`src/rtl/peripheral_bin2bcd_n.sv`:
```
// peripheral_bin2bcd_n: memory-mapped binary-to-BCD converter on the J1 I/O bus.
// Iterative double-dabble, one input bit per clock, with done/busy/ovf status.
// Optional macro BIN2BCD_SIGNED_EN: CTRL bit1 selects two's-complement input,
// the magnitude is converted and the sign is reported in BCD_HI[15]/STATUS[3].
module peripheral_bin2bcd_n #(
    parameter int DATA_W     = 16,
    parameter int DIGITS     = 5,
    parameter int SAT_ON_OVF = 1
) (
    input  logic        clk,
    input  logic        rst,
    input  logic [15:0] d_in,
    input  logic        cs,
    input  logic [3:0]  addr,
    input  logic        rd,
    input  logic        wr,
    output logic [15:0] d_out
);

    // Decimal digits needed for DATA_W bits: ceil(DATA_W*log10(2)+1), capped at 5.
    localparam int ACC_RAW = (DATA_W * 30103) / 100000 + 2;
    localparam int ACC_D   = (ACC_RAW > 5) ? 5 : ACC_RAW;
    localparam int ACC_W   = 4 * ACC_D;
    localparam int RES_W   = 4 * DIGITS;
    localparam int CNT_W   = 5;

    localparam logic [3:0] A_CTRL   = 4'h0;
    localparam logic [3:0] A_DATA   = 4'h2;
    localparam logic [3:0] A_BCD_LO = 4'h4;
    localparam logic [3:0] A_BCD_HI = 4'h6;
    localparam logic [3:0] A_STATUS = 4'h8;

    typedef enum logic [1:0] {IDLE, SHIFT, FINISH} state_t;

    state_t             state_q, state_d;
    logic [DATA_W-1:0]  data_q, data_d;
    logic [DATA_W-1:0]  shreg_q, shreg_d;
    logic [ACC_W-1:0]   acc_q, acc_d;
    logic [CNT_W-1:0]   cnt_q, cnt_d;
    logic [RES_W-1:0]   result_q, result_d;
    logic               done_q, done_d;
    logic               busy_q, busy_d;
    logic               ovf_q, ovf_d;
    logic [15:0]        d_out_q, d_out_d;
    logic               sign_q;

`ifdef BIN2BCD_SIGNED_EN
    logic               sign_d;
    logic               mode_q, mode_d;
    logic               psign_q, psign_d;   // sign captured at start, published at FINISH
`else
    assign sign_q = 1'b0;
`endif

    logic               wr_en, rd_en, start;
    logic               neg;
    logic [DATA_W-1:0]  mag;
    logic [ACC_W-1:0]   acc_adj;
    logic [19:0]        acc_ext, res_ext;
    logic [RES_W-1:0]   res_sel;
    logic               ovf_now;

    assign acc_ext = 20'(acc_q);
    assign res_ext = 20'(result_q);
    assign d_out   = d_out_q;

    // Bus decode, read mux, digit adjust and conversion FSM next-state logic
    always_comb begin
        state_d  = state_q;
        data_d   = data_q;
        shreg_d  = shreg_q;
        acc_d    = acc_q;
        cnt_d    = cnt_q;
        result_d = result_q;
        done_d   = done_q;
        busy_d   = busy_q;
        ovf_d    = ovf_q;
        d_out_d  = 16'h0000;
`ifdef BIN2BCD_SIGNED_EN
        sign_d   = sign_q;
        mode_d   = mode_q;
        psign_d  = psign_q;
`endif
        wr_en = cs & wr;
        rd_en = cs & rd;

        // Reads see the registers as they were before this edge's write.
        if (rd_en) begin
            case (addr)
                A_BCD_LO: d_out_d = res_ext[15:0];
                A_BCD_HI: d_out_d = {sign_q, 11'b0, res_ext[19:16]};
                A_STATUS: d_out_d = {12'b0, sign_q, ovf_q, busy_q, done_q};
                default:  d_out_d = 16'h0000;
            endcase
        end

        if (wr_en && addr == A_DATA)
            data_d = d_in[DATA_W-1:0];

        // The mode bit of the start write itself governs that conversion.
`ifdef BIN2BCD_SIGNED_EN
        if (wr_en && addr == A_CTRL)
            mode_d = d_in[1];
        neg = d_in[1] & data_q[DATA_W-1];
`else
        neg = 1'b0;
`endif
        mag   = neg ? (~data_q + 1'b1) : data_q;
        start = wr_en && (addr == A_CTRL) && d_in[0];

        // Add 3 to every nibble >= 5 ahead of the shift
        acc_adj = acc_q;
        for (int i = 0; i < ACC_D; i++)
            if (acc_q[4*i +: 4] >= 4'd5)
                acc_adj[4*i +: 4] = acc_q[4*i +: 4] + 4'd3;

        // Overflow: a nonzero digit beyond what the result can hold
        ovf_now = 1'b0;
        for (int i = 0; i < 5; i++)
            if (i >= DIGITS && acc_ext[4*i +: 4] != 4'h0)
                ovf_now = 1'b1;

        res_sel = '0;
        for (int i = 0; i < DIGITS; i++)
            res_sel[4*i +: 4] = (ovf_now && SAT_ON_OVF != 0) ? 4'h9 : acc_ext[4*i +: 4];

        case (state_q)
            IDLE: begin
                if (start) begin
                    shreg_d = mag;
                    acc_d   = '0;
                    cnt_d   = CNT_W'(DATA_W);
                    busy_d  = 1'b1;
                    done_d  = 1'b0;
                    ovf_d   = 1'b0;
                    state_d = SHIFT;
`ifdef BIN2BCD_SIGNED_EN
                    psign_d = neg;
`endif
                end
            end
            SHIFT: begin
                acc_d   = {acc_adj[ACC_W-2:0], shreg_q[DATA_W-1]};
                shreg_d = {shreg_q[DATA_W-2:0], 1'b0};
                cnt_d   = cnt_q - 1'b1;
                if (cnt_q == CNT_W'(1))
                    state_d = FINISH;
            end
            FINISH: begin
                result_d = res_sel;
                ovf_d    = ovf_now;
                done_d   = 1'b1;
                busy_d   = 1'b0;
                state_d  = IDLE;
`ifdef BIN2BCD_SIGNED_EN
                sign_d   = psign_q;
`endif
            end
            default: state_d = IDLE;
        endcase
    end

    // All state, with asynchronous active-low clear that also aborts a conversion
    always_ff @(posedge clk or negedge rst) begin
        if (!rst) begin
            state_q  <= IDLE;
            data_q   <= '0;
            shreg_q  <= '0;
            acc_q    <= '0;
            cnt_q    <= '0;
            result_q <= '0;
            done_q   <= 1'b0;
            busy_q   <= 1'b0;
            ovf_q    <= 1'b0;
            d_out_q  <= '0;
`ifdef BIN2BCD_SIGNED_EN
            sign_q   <= 1'b0;
            mode_q   <= 1'b0;
            psign_q  <= 1'b0;
`endif
        end else begin
            state_q  <= state_d;
            data_q   <= data_d;
            shreg_q  <= shreg_d;
            acc_q    <= acc_d;
            cnt_q    <= cnt_d;
            result_q <= result_d;
            done_q   <= done_d;
            busy_q   <= busy_d;
            ovf_q    <= ovf_d;
            d_out_q  <= d_out_d;
`ifdef BIN2BCD_SIGNED_EN
            sign_q   <= sign_d;
            mode_q   <= mode_d;
            psign_q  <= psign_d;
`endif
        end
    end

endmodule

```
`config.mk`:
```
export PLATFORM = sky130hd
export DESIGN_NAME = peripheral_bin2bcd_n
export DESIGN_NICKNAME = d
export VERILOG_FILES = /design/src/rtl/peripheral_bin2bcd_n.sv
export SDC_FILE = /design/constraint.sdc
export NUM_CORES = 1
export LEC_CHECK = 0
export CAP_MARGIN = 20
export CORE_ASPECT_RATIO = 0.9
export CORE_MARGIN = 4
export CORE_UTILIZATION = 50
export DETAILED_ROUTE_END_ITERATION = 8
export HOLD_SLACK_MARGIN = 0.05
export PLACE_DENSITY = 0.69
export REMOVE_ABC_BUFFERS = 1
export SYNTH_ARGS = -nofsm -noshare
export SYNTH_HDL_FRONTEND = slang
export SYNTH_SLANG_ARGS = --single-unit
```
`constraint.sdc`:
```
create_clock -name clk -period 3.7 [get_ports clk]
set_clock_uncertainty 0.1 [all_clocks]
set_input_delay 0.74 -clock clk [delete_from_list [all_inputs] [get_ports clk]]
set_output_delay 0.74 -clock clk [all_outputs]
set_load 0.01 [all_outputs]
```
* Word level (Yosys, flattened, before mapping) *
Index checks and enable logic that the tools add are counted.

operators by class
  $add $sub $neg = 6
  magnitude comparators = 5
  equality and inequality tests = 9
  multiplexer cells = 21
  bitwise operators = 2
  reductions and logical operators = 10

operators by type and width
  operator             count
  $pmux 16 s3          1
  $pmux 20 s2          1
  $mux 16              2
  $pmux 16 s2          1
  $ge 4x3->1 const B   5
  $mux 20              1
  $add 4x2->4 const B  4
  $mux 4               4
  $pmux 5 s2           1
  $eq 4x3->1 const B   2
  $pmux 1 s2           3
  $reduce_and 2->1     3
  $eq 5x1->1 const B   1
  $mux 5               1
  $sub 5x1->5 const B  1
  $eq 4x2->1 const B   1
  $eq 4x4->1 const B   1
  $logic_not 4->1      1
  $mux 2               2
  $ne 2x2->1 const B   2
  $pmux 2 s2           1
  $reduce_bool 2->1    2
  $add 3x2->3 const B  1
  $logic_and 1x1->1    3
  other kinds (6)      8

word-level totals
  register bits after elaboration = 98
  logic and storage cells = 63

* Logic depth before layout (Yosys ltp) *
Gate-level depths: netlist of the first run.

  word-level depth = 5
  gate-level depth with buffers = 6

* Worst setup path after synthesis of the first run *
Ideal clock, no wire load.

  kind = input port to flip-flop
  start point = in addr[1]
  end point = reg shreg_q[10]
  data arrival time = 1729 ps
  required time = 3477 ps
  slack = 1748 ps
  stages on the path = 5
  cells stage by stage = buf_4 > nor4b_4 > nand3b_1 > buf_2 > o221a_1

between the ends
  longest elaborated chain between the ends = 5

ends and longest elaborated chain
  item                               RTL line  text
  start, declared                    14        input logic [3:0] addr,
  $logic_not 4->1                    109       start = wr_en && (addr == A_CTRL) && d_in[0];
  $logic_and 1x1->1 (2 in series)    109
  $ne 2x2->1 (no source line)        -
  $reduce_and 2->1 (no source line)  -
  end signal, assigned               184       shreg_q <= shreg_d;
  end, declared                      37        logic [DATA_W-1:0] shreg_q, shreg_d;

No other way between the ends.
A chain may end at the register's enable or synchronous reset.

* Worst setup path after layout of the first run *
  start point = in addr[1]
  end point = reg shreg_q[11]

The elaborated chain is that of the path after synthesis.

==> flow_summary.json, run 1 <==
{
  "run_status": "complete, no violations",
  "post-synth-top-area-fraction": 0.580,
  "max-slew-margin-rel": 0.377,
  "clock_latency_ns": 0.35,
  "grt_overflow": 0,
  "grt_pass1_wl_um": 13800,
  "fin_nets": 422,
  "maxCapViolations": 0,
  "hold_buffers": 0,
  "power.density_nw_per_um2": 686,
  "cts_buffer_depth": 2,
  "synth_cell_types": 38,
  "drive_gt1_frac": 0.110,
  "start_kind": "primary input",
  "grt_usage": 0.174,
  "cts.sinks": 97,
  "crit_type": "in -> reg",
  "yosys.area.top_type": "dfrtp_1",
  "wl_per_cell_um": 15.7,
  "r2r_start": "state_q[1]",
  "critPathTopFamily": "simple AND/OR/NAND/NOR gates",
  "cts_resized": 0,
  "root_buffer": "clkbuf_8",
  "critPathRequiredTime_ns": 3.89,
  "fp.dieH_um": 94.8,
  "finalSetupTns_ns": 0,
  "arrival_ns": 2.66,
  "syn-mean-instance-area_um2": 12.1,
  "synth_edf_count": 0,
  "finalWorstSetupSlack_ns": 1.22,
  "die-area_um2": 9910,
  "fmax_ghz": 0.404,
  "finalHoldViolCount": 0,
  "power_w": 0.00334,
  "totalWireLength_um": 7670,
  "min_period_ns": 2.48,
  "n_antenna_cell": 0,
  "antenna_found_initial": 0,
  "p_leak_nw": 2.21,
  "clk_transition_reported_paths_ns": 0.09,
  "grt_max_degree": 59,
  "rows": 31,
  "rsz0062_at_grt": "false",
  "die_w_um": 104,
  "post-place-ws_ns": 0.873,
  "critPathBufInv": 1,
  "cpPeakStageDelay_ns": 0.67,
  "r2r_cells": 3,
  "maxSlewViolCount": 0,
  "setup_viol": 0,
  "synthTopCellsByCount": "dfrtp_1 (97), nand2_1 (27), o21ai_0 (25)",
  "postRouteAntennaNets": 0,
  "worstPathMaxFanout": 25,
  "ir_drop_mv": 0.334,
  "hpwl_um": 5030,
  "seq_area_frac_synth": 0.580,
  "synth_area_leaders": "dfrtp_1 (58%), mux2_2 (4.3%), ha_1 (3.6%), o221a_1 (3.2%), nand2b_1 (3.0%)",
  "h-tree-depth": 3,
  "setup.worst_path.end_class": "flip-flop",
  "synthFlopType": "dfrtp_1",
  "first_pass_iters": 5,
  "rr_endpoint": "shreg_q[1]",
  "synth-seq-cells": 97,
  "core-area_um2": 8110,
  "avgViaCountPerCell": 5.45,
  "io_pins": 41,
  "synth_cells": 345,
  "cts_tree": "done",
  "tightest_slew_ns": 0.935,
  "hold_slack_ns": 0.336,
  "reg2reg_slack_ns": 1.33,
  "cp_slowest_cell": "clkdlybuf4s50_1",
  "vias": 2664,
  "port_buffers": 40,
  "period_share": 0.669,
  "hp-class": "in -> async",
  "yosys_warnings": 0,
  "grt_pass1_vias": 2764,
  "synthArstFlopShare": 1.00,
  "start_util": 0.517,
  "crit_chain": "clkdlybuf4s50_1 -> nor4b_4 -> nand2_1 -> nand2_2 -> o221a_1",
  "globalplace.congestion": 0.752,
  "cts_buffers": 9,
  "yosysMostFrequentCell": "dfrtp_1",
  "first_iter_violations": 112,
  "drc_errors": 0,
  "cts_setup_buffers": 0,
  "syn_area_um2": 4190,
  "syn2layout_area_growth_pct": 16.4
}
[sequential cells by signal (all words and copies together), names as in the netlist]
signal	flops
acc_ext	20
res_ext	20
d_out	16
data_q	16
shreg_q	16
cnt_q	5
state_q	2
busy_q	1
done_q	1
[cell families after synthesis]
family,share of synthesized area
compound gates,0.115
xor+xnor,0.0251
fa+ha+maj,0.0359
buf+inv,0.0332
flops,0.580
mux,0.0866
simple gates,0.124
[how the worst max path moves through the flow]
stage,start,to,slack (ns),cells past startpoint
floorplan,state_q[1],shreg_q[12],1.47,4
global placement,addr[1],acc_ext[12],0.93,5
detailed placement,addr[2],d_out[12],0.87,5
CTS,addr[2],d_out[12],1.24,5
global route,addr[2],d_out[12],1.09,5
finish,addr[1],shreg_q[11],1.22,5
[per-stage QoR]
stage / std cells / cell area (um2) / util
detailed placement: 473 / 4670 / 0.576
CTS: 489 / 4870 / 0.601
global route: 489 / 4870 / 0.601
finish: 489 / 4870 / 0.601
global placement: 473 / 4670 / 0.576
floorplan: 329 / 4110 / -
[power breakdown]
part           switching [W]  internal (W)
sequential          0.000229       0.00140
clock               0.000343      0.000368
combinational       0.000487      0.000514
total                0.00106       0.00229
[cell type report]
class,instances,area [um2]
fill,669,3230
sequential,97,2430
multi-input combinational,217,1620
timing repair buffer,45,435
clock buffer,14,173
tap,99,124
inverter,15,56.3
clock inverter,2,35.0
[placed cells by master (no fill, tap or decap), types with 6 or more instances in the layout]
cell type,Yosys,final
mux2_2,16,16
clkbuf_8,0,12
mux2_1,10,10
nand3_1,9,9
o21ai_0,25,25
nor3_1,6,6
nor2_1,7,7
o221a_1,12,12
nand2b_1,20,20
buf_4,1,6
dfrtp_1,97,97
and2_1,13,13
xnor2_1,7,7
o22ai_1,6,6
mux2i_1,7,7
inv_1,15,15
clkdlybuf4s50_1,0,39
nand2_1,27,27
ha_1,12,12
[metal layers]
| metal | vias up | track usage | wire, um |
|---|---|---|---|
| li1 | 1282 | - | - |
| met1 | 1333 | 0.245 | 3750 |
| met2 | 42 | 0.276 | 3590 |
| met3 | 7 | 0.0410 | 244 |
| met4 | 0 | 0.0454 | 87 |
| met5 | - | 0 | 0 |
No activity file was read; power rests on OpenSTA's default activity.
==> inputs of run 2 (changes only) <==
- clock period: 3.7 -> 2.6 ns (I/O delays scaled with it)
==> run 2 against run 1 <==
Utilization increased by 1.1 points. Global-route usage down 0.87 points. Register-to-register slack got worse by 0.42 ns. Flip-flop and latch count is the same. Sequential share of layout area decreased by 0.88 points. Largest power group unchanged.
==> flow_summary.json, run 2 (same netlist as run 1, synthesis figures left out) <==
{
  "power.density_nw_per_um2": 980,
  "hold_slack_ns": 0.382,
  "cts_buffers": 9,
  "vias": 2655,
  "tightest_slew_ns": 0.506,
  "antenna_found_initial": 0,
  "grt_pass1_vias": 2763,
  "rsz0062_at_grt": "false",
  "setup_viol": 0,
  "first_iter_violations": 97,
  "fmax_ghz": 0.535,
  "cts.sinks": 97,
  "grt_overflow": 0,
  "min_period_ns": 1.87,
  "die_w_um": 104,
  "grt_usage": 0.166,
  "fillers": 660,
  "finalSetupTns_ns": 0,
  "maxSlewViolCount": 0,
  "max-slew-margin-rel": 0.663,
  "crit_type": "in -> reg",
  "io_pins": 41,
  "layout_commonest_cell": "dfrtp_1",
  "mostFrequentLayoutCells": "dfrtp_1 (97), clkdlybuf4s50_1 (39), nand2_1 (27), o21ai_0 (25), nand2b_1 (20)",
  "hpwl_um": 4980,
  "cts_tree": "done",
  "cts_buffer_depth": 2,
  "finalHoldViolCount": 0,
  "worstPathMaxFanout": 17,
  "start_util": 0.517,
  "finalWorstSetupSlack_ns": 0.732,
  "grt_max_degree": 59,
  "postRouteAntennaNets": 0,
  "start_kind": "primary input",
  "fp.dieH_um": 94.8,
  "post-place-ws_ns": 0.355,
  "h-tree-depth": 3,
  "hp-class": "reg -> reg",
  "wl_per_cell_um": 15.2,
  "run_status": "complete, no violations",
  "critPathRequiredTime_ns": 2.74,
  "setup.worst_path.end_class": "flip-flop",
  "core-area_um2": 8110,
  "arrival_ns": 2.01,
  "die-area_um2": 9910,
  "ir_drop_mv": 0.400,
  "rows": 31,
  "drc_errors": 0,
  "cts_resized": 0,
  "clock_latency_ns": 0.35,
  "first_pass_iters": 4,
  "grt_pass1_wl_um": 13200,
  "globalplace.congestion": 0.757,
  "period_share": 0.718,
  "maxCapViolations": 0,
  "port_buffers": 40,
  "p_leak_nw": 2.24,
  "reg2reg_slack_ns": 0.91,
  "root_buffer": "clkbuf_8",
  "n_antenna_cell": 0,
  "avgViaCountPerCell": 5.37,
  "drive_gt1_frac": 0.122,
  "totalWireLength_um": 7490,
  "syn2layout_area_growth_pct": 18.5,
  "fin_nets": 427,
  "clk_transition_reported_paths_ns": 0.09
}
## run 2: cell count changes in the layout (fill, tap and decap cells not counted)
cell	previous run	this run
buf_12	0	2
buf_4	6	8
bufinv_16	1	2
clkbuf_1	2	1
clkbuf_8	12	11
clkinv_2	1	0
clkinvlp_4	0	2
dlygate4sd3_1	0	1
## run 2: layout make-up
cell class / instances / area (um2) / share of cell area
Timing Repair Buffer: 50 / 500 / 0.101
Clock inverter: 4 / 75.1 / 0.0151
Tap cell: 99 / 124 / 0.0250
Sequential cell: 97 / 2430 / 0.489
Clock buffer: 12 / 155 / 0.0313
Inverter: 15 / 56.3 / 0.0113
Multi-Input combinational cell: 217 / 1620 / 0.327
## run 2: per-stage QoR
stage | cells | total power, W | area, um2 | util
final | 494 | 0.00486 | 4960 | 0.612
after global routing | 494 | 0.00523 | 4960 | 0.612
after CTS | 494 | 0.00491 | 4960 | 0.612
after detailed placement | 477 | 0.00380 | 4720 | 0.582
after global placement | 477 | 0.00373 | 4720 | 0.582
after floorplan | 329 | 0.00338 | 4110 | -
## run 2: report_power, final
group / internal (W) / total (W) / switching, W
registers: 0.00200 / 0.00231 / 0.000318
clock network: 0.000595 / 0.00109 / 0.000498
logic: 0.000755 / 0.00145 / 0.000699
## run 2: worst paths after layout
path,from,endpoint,cells after the start
worst min register to register,res_ext[14],d_out[14],1
max in group asynchronous,rst,res_ext[0],3
worst max-delay path,addr[3],shreg_q[15],6
min in group asynchronous,rst,d_out[7],2
worst min-delay path,res_ext[14],d_out[14],1
worst max register to register,acc_ext[0],acc_ext[2],6
## run 2: repair_timing
action,CTS,global route
buffers inserted,0,0
hold buffers,1,0
endpoints found under the hold margin,39,0
## run 2: critical path, stage by stage
cell	delay [ns]
clkdlybuf4s50_1	0.51
and4bb_2	0.30
nand2_1	0.09
nand2_2	0.15
buf_12	0.20
o221a_1	0.24
## run 2: routing by layer
metal	vias to the layer above	global-route usage	wire [um]
met5	-	0	0
met4	0	0.0498	71
met3	6	0.0390	252
met2	31	0.266	3450
met1	1329	0.227	3720
li1	1289	-	-
==> inputs of run 3 (changes only) <==
- clock period: 2.6 -> 1.91 ns (I/O delays scaled with it)
==> run 3 against run 2 <==
Sequential power increased by 37%. Sequential share of layout area decreased by 0.92 points. Non-clock buffer count increased by 7. Total power increased by 37%. Clock power increased by 30%. Highest routed layer unchanged. Cell count increased by 1.2%. Global-route usage increased by 0.90 points. Routed wire length increased by 4.8%. Register-to-register slack got worse by 0.74 ns.
==> flow_summary.json, run 3 (same netlist as run 1, synthesis figures left out) <==
{
  "run_status": "complete, no violations",
  "fmax_ghz": 0.574,
  "first_pass_iters": 4,
  "cp_slowest_cell": "dfrtp_1",
  "setup_viol": 0,
  "hp-class": "in -> async",
  "cpPeakStageDelay_ns": 0.42,
  "root_buffer": "clkbuf_8",
  "worstPathMaxFanout": 4,
  "start_kind": "flip-flop",
  "rr_endpoint": "acc_ext[6]",
  "die_w_um": 104,
  "multi_input_area_um2": 1620,
  "n_antenna_cell": 0,
  "io_pins": 41,
  "die-area_um2": 9910,
  "cts_buffers": 9,
  "drc_errors": 0,
  "wl_met2_um": 3730,
  "topRoutingLayerUsed": "met4",
  "critPathRequiredTime_ns": 2.09,
  "r2r_cells": 6,
  "p_leak_nw": 2.30,
  "rsz0062_at_grt": "false",
  "start_util": 0.517,
  "antenna_found_initial": 0,
  "final_cell_area_um2": 5060,
  "cts_buffer_depth": 2,
  "globalplace.congestion": 0.766,
  "mostFrequentLayoutCells": "dfrtp_1 (97), clkdlybuf4s50_1 (39), nand2_1 (27), o21ai_0 (25), nand2b_1 (20)",
  "critPathTopFamily": "compound AO/OA/AOI/OAI gates",
  "avgViaCountPerCell": 5.50,
  "startpoint": "acc_ext[4]",
  "syn2layout_area_growth_pct": 20.8,
  "grt_max_degree": 50,
  "min_period_ns": 1.74,
  "maxCapViolations": 0,
  "worst-path-stages": 6,
  "drive_gt1_frac": 0.132,
  "period_share": 0.913,
  "fp.dieH_um": 94.8,
  "crit_chain": "inv_1 -> ha_1 -> nand2b_1 -> a21oi_1 -> mux2i_1 -> a22o_1",
  "ff_latch_area_um2": 2430,
  "grt_overflow": 0,
  "fin_nets": 434,
  "finalHoldViolCount": 0,
  "layout_commonest_cell": "dfrtp_1",
  "utilization": 0.624,
  "totalWireLength_um": 7850,
  "ir_drop_mv": 0.649,
  "cts.sinks": 97,
  "grt_pass1_vias": 2867,
  "clk_transition_reported_paths_ns": 0.09,
  "dr_wl_met3_um": 251,
  "rows": 31,
  "wl_per_cell_um": 15.7,
  "clock_latency_ns": 0.35,
  "wl_met1_um": 3740,
  "setup.worst_path.end_class": "flip-flop",
  "cts_tree": "done",
  "grt_pass1_wl_um": 14000,
  "power.density_nw_per_um2": 1310,
  "grt_usage": 0.175,
  "core-area_um2": 8110,
  "r2r_start": "acc_ext[4]",
  "crit_type": "reg -> reg",
  "dpl_cell_area_um2": 4840,
  "first_iter_violations": 98,
  "tightest_slew_ns": 0.380,
  "vias": 2748,
  "fillers": 625,
  "reg2reg_slack_ns": 0.17,
  "cts_resized": 0,
  "hpwl_um": 5250,
  "power_w": 0.00664,
  "postRouteAntennaNets": 0,
  "critPathBufInv": 1,
  "arrival_ns": 1.93,
  "h-tree-depth": 3,
  "maxSlewViolCount": 0,
  "max-slew-margin-rel": 0.747,
  "port_buffers": 40
}
-- run 3: metal layers --
layer	up-vias	track usage
li1	1298	-
met1	1388	0.236
met2	52	0.278
met3	10	0.0472
met4	0	0.0532
met5	-	0
-- run 3: power by group --
| part | switching (W) | total (W) | internal (W) |
|---|---|---|---|
| registers | 0.000446 | 0.00316 | 0.00272 |
| logic | 0.000985 | 0.00206 | 0.00107 |
| clock network | 0.000649 | 0.00142 | 0.000766 |
| total | 0.00208 | 0.00664 | 0.00456 |
-- run 3: final cells by class --
class,instances,share of cell area
clock buffers,12,0.0287
clock inverters,3,0.0129
inverters,15,0.0111
multi-input cells,217,0.321
flip-flops and latches,97,0.480
well taps,99,0.0245
repair buffers,57,0.122
-- run 3: how the worst max path moves through the flow --
stage                        to  slack (ns)
floorplan           shreg_q[12]       -0.32
global placement     data_q[11]       -0.11
detailed placement    data_q[5]       -0.16
CTS                   d_out[11]        0.16
global route        acc_ext[10]        0.03
finish               acc_ext[6]        0.17
-- run 3: timing repair --
item	CTS	global route
hold buffers	1	0
buffers inserted	0	0
setup endpoints to repair	0	0
hold endpoints to repair	97	0
-- run 3: per-stage QoR --
stage               hold WS (ns)  TNS (ns)  std cells  worst slack, ns
finish                     0.295         0        500            0.167
CTS                        0.273         0        500            0.159
global placement           0.111     -2.77        484           -0.111
detailed placement         0.115     -5.36        484           -0.164
global route               0.285         0        500           0.0338
floorplan                -0.0136     -4.62        329           -0.318
-- run 3: worst reg2reg max path, cell delays in order (launching register included) --
cell	delay [ns]
dfrtp_1	0.42
inv_1	0.16
ha_1	0.23
nand2b_1	0.07
a21oi_1	0.34
mux2i_1	0.23
a22o_1	0.15
